`config.mk`:
```
export PLATFORM = sky130hd
export DESIGN_NAME = multi_bank_buffer_control
export DESIGN_NICKNAME = d
export VERILOG_FILES = /design/src/rtl/multi_bank_buffer_control.sv
export SDC_FILE = /design/constraint.sdc
export NUM_CORES = 1
export LEC_CHECK = 0
export ABC_CLOCK_PERIOD_IN_PS = 4270
export CAP_MARGIN = 20
export CORE_MARGIN = 8
export CORE_UTILIZATION = 51
export DETAILED_ROUTE_END_ITERATION = 10
export PLACE_DENSITY_LB_ADDON = 0.1
export SLEW_MARGIN = 15
export SYNTH_ARGS = -nofsm -noshare
export SYNTH_HDL_FRONTEND = slang
export SYNTH_SLANG_ARGS = --single-unit
```
`constraint.sdc`:
```
create_clock -name clk -period 4.27 [get_ports clk]
set_clock_uncertainty 0.2 [all_clocks]
set_input_delay 0.854 -clock clk [delete_from_list [all_inputs] [get_ports clk]]
set_output_delay 0.854 -clock clk [all_outputs]
set_load 0.05 [all_outputs]
```
`src/rtl/multi_bank_buffer_control.sv`:
```
// Ping-pong / multi-bank buffer sequencer: tracks FREE/FILLING/READY/DRAINING per bank
// plus a frame-last flag. Optional error status outputs when MBBC_ERR_STATUS_EN is defined.
module multi_bank_buffer_control #(
  parameter int NUM_BANKS = 2,
  parameter int IDX_W     = $clog2(NUM_BANKS)
) (
  input  logic                 clk,
  input  logic                 rst,
  input  logic                 i_done_wr,
  input  logic                 i_done_wr_early,
  input  logic                 i_tlast,
  input  logic                 i_done_rd,
  output logic [NUM_BANKS-1:0] o_bank_wr_en,
  output logic [NUM_BANKS-1:0] o_bank_rd_en,
  output logic [IDX_W-1:0]     o_wr_idx,
  output logic [IDX_W-1:0]     o_rd_idx,
  output logic                 o_rd_last,
  output logic                 o_stall_axi_b,
  output logic [IDX_W:0]       o_ready_cnt
`ifdef MBBC_ERR_STATUS_EN
  ,
  output logic                 o_err_sticky,
  output logic [15:0]          o_err_cnt
`endif
);

  typedef enum logic [1:0] {FREE, FILLING, READY, DRAINING} bank_state_t;

  bank_state_t          r_state [NUM_BANKS];
  logic [NUM_BANKS-1:0] r_last;
  logic [IDX_W-1:0]     r_wr_idx;
  logic [IDX_W-1:0]     r_rd_idx;
  logic                 r_stall_early;

  logic                 w_wr_fire;
  logic                 w_rd_fire;
  logic [IDX_W-1:0]     w_wr_inc;
  logic [IDX_W-1:0]     w_rd_inc;
  logic [IDX_W-1:0]     w_fill_idx;
  logic                 w_fill_ok;
  logic                 w_peer_free;

  assign w_wr_fire = i_done_wr && (r_state[r_wr_idx] == FILLING);
  assign w_rd_fire = i_done_rd && (r_state[r_rd_idx] == DRAINING);
  assign w_wr_inc  = (r_wr_idx == IDX_W'(NUM_BANKS - 1)) ? '0 : r_wr_idx + 1'b1;
  assign w_rd_inc  = (r_rd_idx == IDX_W'(NUM_BANKS - 1)) ? '0 : r_rd_idx + 1'b1;

  // The bank that should be filling after this edge; a bank freed by the reader
  // on the same edge may be claimed immediately.
  assign w_fill_idx  = w_wr_fire ? w_wr_inc : r_wr_idx;
  assign w_fill_ok   = (r_state[w_fill_idx] == FREE) ||
                       (w_rd_fire && (r_rd_idx == w_fill_idx));
  assign w_peer_free = (r_state[w_wr_inc] == FREE) ||
                       (w_rd_fire && (r_rd_idx == w_wr_inc));

  // Later non-blocking writes to the same bank take priority (free -> refill).
  always_ff @(posedge clk) begin
    if (rst) begin
      for (int i = 0; i < NUM_BANKS; i++) begin
        r_state[i] <= (i == 0) ? FILLING : FREE;
      end
      r_last        <= '0;
      r_wr_idx      <= '0;
      r_rd_idx      <= '0;
      r_stall_early <= 1'b0;
    end else begin
      if (w_rd_fire) begin
        r_state[r_rd_idx] <= FREE;
        r_last[r_rd_idx]  <= 1'b0;
        r_rd_idx          <= w_rd_inc;
      end else if (r_state[r_rd_idx] == READY) begin
        r_state[r_rd_idx] <= DRAINING;
      end
      if (w_wr_fire) begin
        r_state[r_wr_idx] <= READY;
        r_last[r_wr_idx]  <= i_tlast;
        r_wr_idx          <= w_wr_inc;
      end
      if (w_fill_ok) begin
        r_state[w_fill_idx] <= FILLING;
      end
      if (w_wr_fire || w_peer_free) begin
        r_stall_early <= 1'b0;
      end else if (i_done_wr_early) begin
        r_stall_early <= 1'b1;
      end
    end
  end

  always_comb begin
    o_bank_wr_en = '0;
    o_bank_rd_en = '0;
    o_rd_last    = 1'b0;
    o_ready_cnt  = '0;
    for (int i = 0; i < NUM_BANKS; i++) begin
      o_bank_wr_en[i] = (r_state[i] == FILLING);
      o_bank_rd_en[i] = (r_state[i] == DRAINING);
      if ((r_state[i] == DRAINING) && r_last[i]) begin
        o_rd_last = 1'b1;
      end
      if ((r_state[i] == READY) || (r_state[i] == DRAINING)) begin
        o_ready_cnt = o_ready_cnt + 1'b1;
      end
    end
  end

  assign o_wr_idx      = r_wr_idx;
  assign o_rd_idx      = r_rd_idx;
  assign o_stall_axi_b = r_stall_early | ~(|o_bank_wr_en);

`ifdef MBBC_ERR_STATUS_EN
  logic        r_err_sticky;
  logic [15:0] r_err_cnt;
  logic        w_wr_ign;
  logic        w_rd_ign;
  logic [16:0] w_err_sum;

  assign w_wr_ign  = i_done_wr & ~w_wr_fire;
  assign w_rd_ign  = i_done_rd & ~w_rd_fire;
  assign w_err_sum = {1'b0, r_err_cnt} + 17'(w_wr_ign) + 17'(w_rd_ign);

  // Counter saturates rather than wrapping so a long-running fault stays visible.
  always_ff @(posedge clk) begin
    if (rst) begin
      r_err_sticky <= 1'b0;
      r_err_cnt    <= '0;
    end else begin
      if (w_wr_ign || w_rd_ign) begin
        r_err_sticky <= 1'b1;
      end
      r_err_cnt <= w_err_sum[16] ? 16'hFFFF : w_err_sum[15:0];
    end
  end

  assign o_err_sticky = r_err_sticky;
  assign o_err_cnt    = r_err_cnt;
`endif

endmodule

```
==> out/qor.csv, run 1 <==
metric;value;unit
Slew HR;0.665;
Synth Flop Type;dfxtp_1;
Core ar.;0.00127;sq mm
CP Class;reg -> out;
Initial DRC Count;11;
mean area per synthesized cell;8.38;sq um
vias;600;
Post-Place Worst Slack;1.54;ns
root buf cell;clkbuf_4;
Die H;52.3;um
Ports;16;
run status;finished, final reports clean;
post-route minimum period;3.02;ns
Yosys Warn Count;0;
initial antenna violation count;0;
GR Overflow Total;0;
syn nets;87;
H-Tree Depth;1;
VDD IR max;499;uV
Inserted Diodes;0;
hold_buf cts;0;
placed instance count;102;
Sinks on Clock Net;10;
CP max FO;10;
global-route wire length before repair;2500;um
share of cells above drive strength 1;0.0879;
GR Layer Usage met2;0.198;
Post-synth EDFFs;0;
CTS max path bufs;2;
leakage;0.309;nW
Seq/Total Area, Yosys;0.299;
# DRC;0;
RSZ-0062 raised after global routing;false;
All-Layer GR Usage;0.121;
TritonCTS buffer count;3;
met1 Track Usage GR;0.141;
# port buffers;15;
number of global-route vias before repair;556;
GR Util met3;0.0455;
synthesized instance count;80;
commonest cells after routing, fill and taps aside;clkdlybuf4s50_1, dfxtp_1, nand2_1, nor2_1;
Fin. Hold Viols;0;
DR pass1 iterations;4;
layout net count;99;
CTS tree;yes;
Vias/cell;5.66;
asr flop ratio synth;0;
Routed WL;1530;um
Die ar.;0.00273;sq mm
crit share post-route;0.708;
Synth Cell Area;671;sq um
Final Total Pwr;591;uW
GRT Max-Usage Layer;met2;
Max-Cap Viols;0;
Critical Path End Type;output port;
actual slew at the worst max-slew pin;0.501;ns
Layout Utilization;0.652;
final antenna-violating net count;0;
Skew-Pair Late Insertion Delay;0.27;ns
Max Fclk;0.331;GHz
commonest non-fill, non-tap cell in the layout;clkdlybuf4s50_1;
Die X;52.3;um
Critical Path RT;3.22;ns
Non-Filler Instances;106;
worst min path class;reg -> reg;
Synth cell types;36;
Layout area overhead;23.3;%
Worst setup SP type;flop;
Final Setup Violations;0;
TNS Setup;0;ns
#FFs+latches synth;10;
Starting Density;0.529;
WL/cell;14.4;um
CP arrival;1.97;ns
clock transition at the registers of the reported paths;0.08;ns
Pwr Density;715;mW/mm^2
DP Wirelength;1200;um
setup bufs post-CTS;0;
Resized cells post-CTS;0;
Rows;13;
largest net degree at the start of global routing;11;
Final WS setup;1.25;ns
GPL Wtd Cong;0.855;
max-slew violation count;0;
metrics by stage:
step | instance area [sq um] | hold WS [ns]
3_5_place_dp | 791 | 0.285
6_report | 827 | 0.295
4_1_cts | 827 | 0.296
3_3_place_gp | 791 | 0.282
5_1_grt | 827 | 0.337
2_1_floorplan | 671 | 0.260
path summary, 6_finish.rpt:
path,depth (start not counted),end,slack [ns],from
min,2,r_last[1],0.29,r_last[1]
min reg2reg,2,r_last[1],0.29,r_last[1]
max,3,o_stall_axi_b,1.25,r_state[0][1]
max reg2reg,4,r_state[0][0],2.50,r_state[1][1]
Yosys cell counts (3+ instances only):
| master | number | area share |
|---|---|---|
| dfxtp_1 | 10 | 0.30 |
| nand2_1 | 6 | 0.034 |
| nor2_1 | 6 | 0.034 |
| a21oi_1 | 5 | 0.037 |
| nand3b_1 | 5 | 0.056 |
| nand2b_1 | 4 | 0.037 |
| clkbuf_1 | 3 | 0.017 |
| nand3_1 | 3 | 0.022 |
| o21ai_0 | 3 | 0.022 |
power by group:
part	switching (mW)	leakage [nW]	internal, mW
sequential	0.0488	0.0821	0.118
clock	0.0365	0.0210	0.0518
combinational	0.203	0.206	0.133
registers in the layout, summed over array words and instances, names as in the netlist, named ones only:
register	count
o_rd_idx	1
o_wr_idx	1
r_last	2
r_stall_early	1
r_state	4
critical path: stages, from the launching register on:
cell             delay, ns
dfxtp_1               0.50
and2b_1               0.26
o21bai_1              0.13
clkdlybuf4s50_1       0.81
layout make-up:
type / instances / area (sq um)
inverter: 2 / 7.51
sequential: 10 / 200
fill: 123 / 442
clock buffer: 4 / 36.3
tap: 15 / 18.8
multi-input combinational: 60 / 414
timing repair buffer: 15 / 150
metal layers:
layer  up-vias  routed length (um)
met4         0                   0
met5         -                   0
met1       269                 682
met3         0                 144
met2        22                 699
li1        309                   -
logic make-up (layout without fill, tap and decap cells):
family | after synthesis | count (layout) | share of synthesized area
compound gates | 24 | 24 | 0.282
fa+ha+maj | 1 | 1 | 0.0187
mux | 1 | 1 | 0.0149
simple gates | 32 | 32 | 0.276
flops | 10 | 10 | 0.299
xor+xnor | 2 | 2 | 0.0261
buf+inv | 10 | 21 | 0.0840
Power figures use the tool's default switching activity.
==> run 2: changes to the inputs <==
- ABC_CLOCK_PERIOD_IN_PS: 4270 -> 3100
- CORE_UTILIZATION: 51 -> 47
- clock period: 4.27 -> 3.1 ns (I/O delays scaled with it)
==> run 2 against run 1 <==
Against the previous run:
- setup slack got worse by 0.95 ns
- critical path type unchanged
- critical path depth is the same
- clock-buffer cell count down 1
- die area up 5.9%
- first-iteration DRC count down 18%
==> out/qor.csv, run 2 (synthesis gave the netlist of run 1 again) <==
metric;value;unit
Skew-Pair Late Insertion Delay;0.27;ns
Starting Density;0.509;
met2 WL post-DR;703;um
CP arrival;1.98;ns
run status;finished, final reports clean;
Final Total Pwr;784;uW
Critical Path End Type;output port;
setup bufs post-CTS;0;
Core ar.;0.00132;sq mm
VDD IR max;614;uV
Initial DRC Count;9;
vias;584;
register-to-register setup slack;1.28;ns
Max Fclk;0.357;GHz
Layout area overhead;21.3;%
TNS Setup;0;ns
Largest register FFs;4;
smallest hold slack;0.295;ns
CP max FO;10;
Top Registers;r_state: 4 flops, r_last: 2 flops;
clock transition at the registers of the reported paths;0.07;ns
commonest non-fill, non-tap cell in the layout;clkdlybuf4s50_1;
commonest cells after routing, fill and taps aside;clkdlybuf4s50_1, dfxtp_1, nand2_1, nor2_1;
CTS tree;yes;
number of global-route vias before repair;539;
Worst setup SP type;flop;
leakage;0.301;nW
placed instance count;102;
Final Setup Violations;0;
post-route minimum period;2.80;ns
GR Overflow Total;0;
root buf cell;clkbuf_4;
Die X;53.8;um
Die ar.;0.00289;sq mm
initial antenna violation count;0;
DP Wirelength;1170;um
Fin. Hold Viols;0;
Final WS setup;0.298;ns
crit share post-route;0.904;
share of cells above drive strength 1;0.0778;
GPL Wtd Cong;0.855;
max-slew violation count;0;
DR pass1 iterations;4;
FILL cells;123;
# DRC;0;
Biggest register;r_state;
WL/cell;14.5;um
CP Class;reg -> out;
Die H;53.8;um
global-route wire length before repair;2570;um
Sinks on Clock Net;10;
Resized cells post-CTS;0;
WL met1;702;um
Ports;16;
RSZ-0062 raised after global routing;false;
Post-Place Worst Slack;0.584;ns
# port buffers;15;
Inserted Diodes;0;
Pwr Density;964;mW/mm^2
hold_buf cts;0;
TritonCTS buffer count;3;
Slew HR;0.658;
Rows;13;
Max-Cap Viols;0;
Non-Filler Instances;105;
largest net degree at the start of global routing;11;
Vias/cell;5.56;
layout net count;99;
Critical Path RT;2.28;ns
Top Layer Used;met4;
actual slew at the worst max-slew pin;0.511;ns
worst min path class;reg -> reg;
Routed WL;1530;um
WL met3;92;um
final antenna-violating net count;0;
CTS max path bufs;2;
H-Tree Depth;1;
All-Layer GR Usage;0.122;
==> run 2: cell type report <==
class / count / area, sq um / share of cell area
multi-input cells: 60 / 414 / 0.509
flip-flops and latches: 10 / 200 / 0.246
inverters: 2 / 7.51 / 0.00923
repair buffers: 15 / 150 / 0.185
clock buffers: 3 / 22.5 / 0.0277
well taps: 15 / 18.8 / 0.0231
==> run 2: worst max-delay path: stages (launching register included) <==
cell and delay (ns):
dfxtp_1 0.51, and2b_1 0.26, o21bai_1 0.13, clkdlybuf4s50_1 0.81
==> run 2: power by group <==
group | internal (mW) | switching, mW | leakage, nW
clock | 0.0448 | 0.0439 | 0.0138
sequential | 0.163 | 0.0699 | 0.0821
combinational | 0.183 | 0.279 | 0.206
==> run 2: final timing paths <==
kind / startpoint / to / cells past startpoint
worst max-delay path: r_state[0][1] / o_stall_axi_b / 3
worst min-delay path: r_last[0] / r_last[0] / 2
worst max register to register: r_state[1][1] / r_state[0][0] / 4
worst min register to register: r_last[0] / r_last[0] / 2
==> run 2: layer usage <==
metal / GRT usage / vias up
met1: 0.148 / 260
met4: 0.0882 / 0
met5: 0 / -
met2: 0.185 / 17
li1: - / 303
met3: 0.0248 / 4
==> run 2: stage by stage <==
step / area (sq um) / util
final: 813 / 0.617
after CTS: 813 / 0.617
after global placement: 791 / 0.600
after global routing: 813 / 0.617
after detailed placement: 791 / 0.600
after floorplan: 671 / -
==> run 3: changes to the inputs <==
- SKIP_CTS_REPAIR_TIMING: not set -> 1
- SLEW_MARGIN: 15 -> 20
==> results of run 3 <==
Same layout as run 2: the final DEF is identical, and so are final timing and power.
